**config.mk**
```make
export PLATFORM = sky130hd
export DESIGN_NAME = servo_ramp_ctrl
export DESIGN_NICKNAME = d
export VERILOG_FILES = /design/src/rtl/servo_pkg.sv /design/src/rtl/servo_tick_gen.sv /design/src/rtl/servo_ramp_ctrl.sv
export SDC_FILE = /design/constraint.sdc
export NUM_CORES = 1
export LEC_CHECK = 0
export CORE_MARGIN = 1.5
export CORE_UTILIZATION = 40
export DETAILED_ROUTE_END_ITERATION = 16
export HOLD_SLACK_MARGIN = 0.06
export REMOVE_ABC_BUFFERS = 1
export SYNTH_ARGS = -nofsm -noshare
export SYNTH_HDL_FRONTEND = slang
export SYNTH_HIERARCHICAL = 1
export SYNTH_SLANG_ARGS = --single-unit
```
**constraint.sdc**
```tcl
create_clock -name clk -period 6.6 [get_ports clk]
set_input_delay 1.65 -clock clk [delete_from_list [all_inputs] [get_ports clk]]
set_output_delay 1.65 -clock clk [all_outputs]
set_load 0.02 [all_outputs]
```
**src/rtl/servo_pkg.sv**
```systemverilog
// servo_pkg: shared servo constants and ramp FSM state encoding
//   MIN_PW / MAX_PW : pulse width limits in clk cycles (0 deg / 180 deg)
//   PW_PER_DEG      : clk cycles added per degree
//   MAX_DEG         : largest accepted angle, larger commands are clamped
//   PW_WIDTH        : bit width of pulse-width arithmetic
package servo_pkg;
    localparam int MIN_PW     = 50_000;
    localparam int MAX_PW     = 240_000;
    localparam int PW_PER_DEG = 1055;
    localparam int MAX_DEG    = 180;
    localparam int PW_WIDTH   = 18;
    typedef enum logic [1:0] {IDLE, CALC, RAMP} state_t;
endpackage

```
**src/rtl/servo_tick_gen.sv**
```systemverilog
// servo_tick_gen: free-running ramp tick generator
//   clk  : system clock
//   rst  : asynchronous active-high reset, clears the counter
//   tick : high for one cycle every RAMP_DIV cycles (when count = RAMP_DIV-1)
module servo_tick_gen #(
    parameter int RAMP_DIV = 2048
) (
    input  logic clk,
    input  logic rst,
    output logic tick
);
    localparam int CW = $clog2(RAMP_DIV);
    logic [CW-1:0] r_cnt;
    assign tick = r_cnt == CW'(RAMP_DIV - 1);
    always_ff @(posedge clk or posedge rst) begin
        if (rst) r_cnt <= '0;
        else     r_cnt <= tick ? '0 : r_cnt + 1'b1;
    end
endmodule

```
**src/rtl/servo_ramp_ctrl.sv**
```systemverilog
// servo_ramp_ctrl: angle command to rate-limited servo pulse width
//   clk, rst    : system clock, asynchronous active-high reset
//   angle_in    : commanded angle in degrees, clamped to MAX_DEG
//   angle_valid : angle_in valid this cycle
//   angle_ready : command accepted this cycle (low only while computing a target)
//   pw_out      : current pulse width in clk cycles
//   busy        : pw_out has not yet settled on the target
//   done        : one-cycle pulse when the target is reached
module servo_ramp_ctrl
    import servo_pkg::*;
#(
    parameter int MIN_PW     = servo_pkg::MIN_PW,
    parameter int MAX_PW     = servo_pkg::MAX_PW,
    parameter int PW_PER_DEG = servo_pkg::PW_PER_DEG,
    parameter int RAMP_DIV   = 2048,
    parameter int RAMP_STEP  = 1
) (
    input  logic                clk,
    input  logic                rst,
    input  logic [7:0]          angle_in,
    input  logic                angle_valid,
    output logic                angle_ready,
    output logic [PW_WIDTH-1:0] pw_out,
    output logic                busy,
    output logic                done
);
    localparam logic [PW_WIDTH-1:0] PW_MIN  = PW_WIDTH'(MIN_PW);
    localparam logic [PW_WIDTH-1:0] PW_MAX  = PW_WIDTH'(MAX_PW);
    localparam logic [PW_WIDTH-1:0] PW_STEP = PW_WIDTH'(RAMP_STEP);

    state_t              r_state;
    logic [7:0]          r_angle;
    logic [PW_WIDTH-1:0] r_target;
    logic [PW_WIDTH-1:0] r_pw;
    logic                r_done;
    logic                w_tick;
    logic                w_xfer;
    logic [7:0]          w_angle;
    logic [PW_WIDTH-1:0] w_calc;
    logic [PW_WIDTH-1:0] w_new;
    logic [PW_WIDTH-1:0] w_diff;

    servo_tick_gen #(.RAMP_DIV(RAMP_DIV)) u_tick (
        .clk (clk),
        .rst (rst),
        .tick(w_tick)
    );

    assign w_xfer  = angle_valid && angle_ready;
    assign w_angle = (angle_in > 8'(MAX_DEG)) ? 8'(MAX_DEG) : angle_in;
    assign w_calc  = PW_MIN + PW_WIDTH'(r_angle) * PW_WIDTH'(PW_PER_DEG);
    assign w_new   = (w_calc > PW_MAX) ? PW_MAX : (w_calc < PW_MIN) ? PW_MIN : w_calc;
    assign w_diff  = (r_target > r_pw) ? r_target - r_pw : r_pw - r_target;

    assign angle_ready = r_state != CALC;
    assign busy        = r_state != IDLE;
    assign done        = r_done;
    assign pw_out      = r_pw;

    always_ff @(posedge clk or posedge rst) begin
        if (rst) begin
            r_state  <= IDLE;
            r_angle  <= '0;
            r_target <= PW_MIN;
            r_pw     <= PW_MIN;
            r_done   <= 1'b0;
        end else begin
            r_done <= 1'b0;
            case (r_state)
                IDLE: if (w_xfer) begin
                    r_angle <= w_angle;
                    r_state <= CALC;
                end
                CALC: begin
                    r_target <= w_new;
                    if (w_new != r_pw) r_state <= RAMP;
                    else begin
                        r_state <= IDLE;
                        r_done  <= 1'b1;
                    end
                end
                RAMP: begin
                    // a retarget wins over both completion and a coincident tick
                    if (w_xfer) begin
                        r_angle <= w_angle;
                        r_state <= CALC;
                    end else if (r_pw == r_target) begin
                        r_state <= IDLE;
                        r_done  <= 1'b1;
                    end else if (w_tick)
                        r_pw <= (w_diff <= PW_STEP) ? r_target :
                                (r_target > r_pw) ? r_pw + PW_STEP : r_pw - PW_STEP;
                end
                default: r_state <= IDLE;
            endcase
        end
    end
endmodule

```
Word level (Yosys, flattened, before mapping) --
Index checks and enable logic that the tools add are counted. Widths: inputs -> output; s select.
Storage, ports and cells: register bits 58, input port bits 11, logic and storage cells 51
Operators by class: $add $sub $neg 6, multiply operators 1, $lt $le $gt $ge 5, equality and inequality tests 8, multiplexer cells 16, bitwise operators 2, reductions and logical operators 7
Operator list (count):
- $mux 18 | 5
- $sub 18x18->18 | 2
- $add 16x18->18 const A | 1
- $add 18x1->18 const B | 1
- $eq 18x18->1 | 1
- $gt 18x18->1 | 1
- $gt 18x18->1 const B | 1
- $le 18x1->1 const B | 1
- $lt 18x16->1 const B | 1
- $mul 8x11->18 const B | 1
- $ne 18x18->1 | 1
- $sub 18x1->18 const B | 1
- $add 11x1->11 const B | 1
- $eq 11x11->1 const B | 1
- $mux 11 | 1
- $gt 8x8->1 const B | 1
- $mux 2 | 4
- $mux 8 | 1
- $pmux 2 s3 | 1
- $reduce_and 2->1 | 2
- $reduce_and 4->1 | 1
- $mux 1 | 3
- $ne 3x3->1 const B | 1
- $eq 2x1->1 const B | 1
- 9 further kinds | 10

Logic depth before layout (Yosys ltp) --
word-level depth 8, depth in mapped cells 26, gate-level depth less buffers 24

Modules after synthesis --
Netlist, hierarchy kept.
By module, submodules not included:
- servo_ramp_ctrl | instances 1, cells each 808, area each 6646.4 um^2
- servo_tick_gen | instances 1, cells each 46, area each 509.2 um^2

Worst setup path after synthesis --
OpenSTA, ideal clock, no wires.
kind register to register, start point register r_angle[5], end point register r_done, in the netlist done, arrival time 5.609 ns, path slack 0.914 ns, cell stages (with the launch flop) 23, buffers on the path 0, period minus slack after synthesis 5.686 ns, path through dfrtp_1 > fa_1 > inv_1 > fa_1 > inv_1 > fa_1 > inv_1 > fa_1 > inv_1 > ha_1 > a2111oi_4 > o21ai_1 > and2_1 > xnor2_1 > a311o_1 > o211a_1 > nor3_2 > a22o_1 > o21ai_0 > o31a_1 > nor4_2 > o21ai_1 > a21boi_1
Between the ends: longest elaborated chain between the ends 8
RTL lines:
- start, declared | RTL line servo_ramp_ctrl.sv:32 | logic [7:0] r_angle;
- start signal, assigned | RTL line servo_ramp_ctrl.sv:71 | r_angle <= w_angle;
- start signal, assigned | RTL line servo_ramp_ctrl.sv:85 | r_angle <= w_angle;
- $mul 8x11->18 (*) | RTL line servo_ramp_ctrl.sv:51 | assign w_calc = PW_MIN + PW_WIDTH'(r_angle) * PW_WIDTH'(PW_PER_DEG);
- $add 16x18->18 (*) | RTL line servo_ramp_ctrl.sv:51
- $lt 18x16->1 | RTL line servo_ramp_ctrl.sv:52 | assign w_new = (w_calc > PW_MAX) ? PW_MAX : (w_calc < PW_MIN) ? PW_MIN : w_calc;
- $mux 18 | RTL line servo_ramp_ctrl.sv:52
- $mux 18 (*) | RTL line servo_ramp_ctrl.sv:52
- $ne 18x18->1 (*) | RTL line servo_ramp_ctrl.sv:76 | if (w_new != r_pw) r_state <= RAMP;
- $mux 1 (*) | RTL line servo_ramp_ctrl.sv:76
- $pmux 1 s2 (*) | RTL line servo_ramp_ctrl.sv:69 | case (r_state)
- end signal, assigned | RTL line servo_ramp_ctrl.sv:66 | r_done <= 1'b0;
- end signal, assigned | RTL line servo_ramp_ctrl.sv:68 | r_done <= 1'b0;
- end signal, assigned | RTL line servo_ramp_ctrl.sv:79 | r_done <= 1'b1;
- end, declared | RTL line servo_ramp_ctrl.sv:35 | logic r_done;
Every way passes the cells marked *; elsewhere a longest branch is shown, timed or not. A chain may end at the register's enable or synchronous reset.

Final worst setup path --
start point register r_angle[6], end point register r_done, in the netlist done
Same word-level chain as after synthesis.

==> results.json <==
{
  "outcome": "completed",
  "crit_path_top_delay_cell": "nor3_2",
  "h-tree-depth": 3,
  "ant_nets": 0,
  "io_buffers": 31,
  "timing.final.hold_violations": 0,
  "critical-path-top-delay-family": "adder cells",
  "cts_buffer_depth": 2,
  "setup_viol": 0,
  "maxCapViolCount": 0,
  "critPathMaxStageDelay_ns": 0.53,
  "critical_path_class": "reg -> reg",
  "arrival_ns": 6.42,
  "rows": 48,
  "core_area_um2": 17420,
  "seq_area_frac_synth_pct": 20.49,
  "drv_slew": 0,
  "antenna_cells": 0,
  "wl_mm": 19.01,
  "rsz0062_at_grt": "no",
  "drive_gt1_share_pct": 7.919,
  "ios": 32,
  "hpwl_mm": 15.11,
  "die-area_um2": 18700,
  "ctsHoldBuffers": 0,
  "cts_resized": 0,
  "hold_depth": 1,
  "vias": 6222,
  "placed_cell_area_um2": 7639,
  "r2r-start": "r_angle[6]",
  "worst-slew-pin-transition_ns": 0.7749,
  "netlist_area_um2": 7156,
  "whs_endpoint": "u_tick/r_cnt[0]",
  "critical_path_depth": 22,
  "area_growth_pct": 10.79,
  "clk_pin_slew_worst_paths_ns": 0.05,
  "vias_per_cell": 5.610,
  "insertion_delay_ns": 0.34,
  "cts_made_buffers": 9,
  "cp-end-kind": "register",
  "yosysTopAreaCellShare_pct": 16.96,
  "hold_path.startpoint": "u_tick/r_cnt[0]",
  "setup_tns_ns": 0,
  "layout.cells.non_filler": 1109,
  "ff2ff_setup_slack_ns": 0.44,
  "grt_pass1_wl_mm": 31.62,
  "worstPathRequired_ns": 6.86,
  "cts_tree": "done",
  "post-route-period-util_pct": 93.34,
  "avgRoutedWirePerCell_um": 17.14,
  "cts.sinks": 58,
  "cp_max_fo": 10,
  "grt_max_degree": 48,
  "synth_top_cells_by_area": "ha_1 17%, dfrtp_1 16%, fa_1 5.9%",
  "crit_chain": "fa_1, inv_1, fa_1, inv_1, fa_1, inv_1, fa_1, inv_1, ha_1, a2111oi_4, o21ai_1, and2_1, xnor2_1, a311o_1, o211a_1, nor3_2, a22o_1, o21ai_0, o31a_1, nor4_2, o21ai_1, a21boi_1",
  "final_area_um2": 7928,
  "gp_congestion": 0.9159,
  "synth_edf_count": 0,
  "dr.pass1.iters": 5,
  "gr-total-overflow": 0,
  "ys_async_sr_fraction_pct": 100.0,
  "fin_nets": 1008,
  "synth_area_per_cell_um2": 8.379,
  "grt_antenna_before_repair": 0,
  "fmax_ghz": 0.1623,
  "r2r_cells": 22,
  "synth_cell_types": 81,
  "placed_cells": 1093,
  "fp.dieW_um": 136.8,
  "grt_pass1_vias": 6010,
  "drt_iter0_markers": 330,
  "relSlewSlack_pct": 47.67,
  "rr_endpoint": "done",
  "route.detailed.drc": 0,
  "hp-class": "reg -> reg",
  "synth_common_cells": "106 x inv_1, 97 x ha_1, 72 x nand2_1",
  "synth_warnings": 6,
  "skew_ns": 0.007894,
  "fin_crit_ns": 6.160,
  "yosysMostFrequentCell": "inv_1",
  "ys_ff_latch": 58,
  "grt_util_all_layers_pct": 21.77,
  "synthFlopType": "dfrtp_1",
  "crit_buf_inv": 4,
  "cts_setup_buffers": 0,
  "critPathLaunchType": "register",
  "postSynthCellCount": 854,
  "die_y_um": 136.8,
  "synth_top_cell_by_area": "ha_1",
  "start_util_pct": 41.08,
  "clock-root-buffer": "clkbuf_16"
}
-- how the worst max path moves through the flow --
| stage | startpoint | endpoint | slack [ns] |
|---|---|---|---|
| 2_1_floorplan | r_angle[5] | done | 0.81 |
| 3_3_place_gp | r_angle[6] | done | 0.56 |
| 3_5_place_dp | r_angle[6] | done | 0.47 |
| 4_1_cts | r_angle[6] | done | 0.43 |
| 5_1_grt | r_angle[6] | done | 0.01 |
| 6_report | r_angle[6] | done | 0.44 |
-- metrics by stage --
stage               setup WS [ns]  hold WS (ns)  util (%)
floorplan                  0.8137        0.4535         -
global placement           0.5596        0.4758     43.86
detailed placement         0.4739        0.4740     43.86
CTS                        0.4269        0.4809     45.52
global route              0.01274        0.5046     45.52
finish                     0.4399        0.4789     45.52
-- cells by family (layout without fill, tap and decap cells) --
family,after synthesis,in the layout,share of synthesized area [%]
DFF,58,58,20.49
buffers and inverters,135,165,8.358
and+or+nand+nor,230,230,15.88
xor gates and xnor gates,51,51,6.242
AOI/OAI and AO/OA,238,238,22.73
adders and majority gates,118,118,22.84
muxes,24,24,3.462
-- sequential cells by signal, summed over array words and instances, names as in the netlist --
signal,cells
done,1
u_tick/r_cnt,11
r_state,2
r_target,18
pw_out,18
r_angle,8
-- per-layer routing --
| layer | wire (um) | track usage, % |
|---|---|---|
| met2 | 8908 | 35.59 |
| met1 | 8730 | 28.76 |
| met3 | 717 | 3.111 |
| met5 | 0 | 0 |
| met4 | 656 | 8.983 |
-- final cells by class --
class                      count  area [um^2]
fill                        1715         9489
clock inverter                 5        56.30
tap                          225        281.5
multi-input combinational    661         5097
timing repair buffer          41        385.4
sequential                    58         1466
clock buffer                  11        232.7
inverter                     108        407.9
-- placed cells by master (no fill, tap or decap), types with 13 or more instances in the layout --
master / n
inv_1: 105
ha_1: 97
nand2_1: 72
a21oi_1: 59
nor2_1: 54
dfrtp_1: 46
o21ai_0: 38
xnor2_1: 33
clkdlybuf4s50_1: 31
nand3_1: 22
mux2i_1: 21
fa_1: 21
nor3_1: 19
o21ai_1: 18
xor2_1: 18
a21o_1: 15
o22ai_1: 13
-- worst register-to-register path: cells and delay by family (launching register included) --
| kind | cells | cell delay (ns) |
|---|---|---|
| fa+ha+maj | 5 | 2.31 |
| compound gates | 9 | 1.77 |
| simple gates | 3 | 1.16 |
| flops | 1 | 0.45 |
| buf+inv | 4 | 0.19 |
| xor+xnor | 1 | 0.18 |
Power is left out: the tool's default activity adds up to more than one toggle a clock period on the data nets, which glitch-free logic cannot reach.
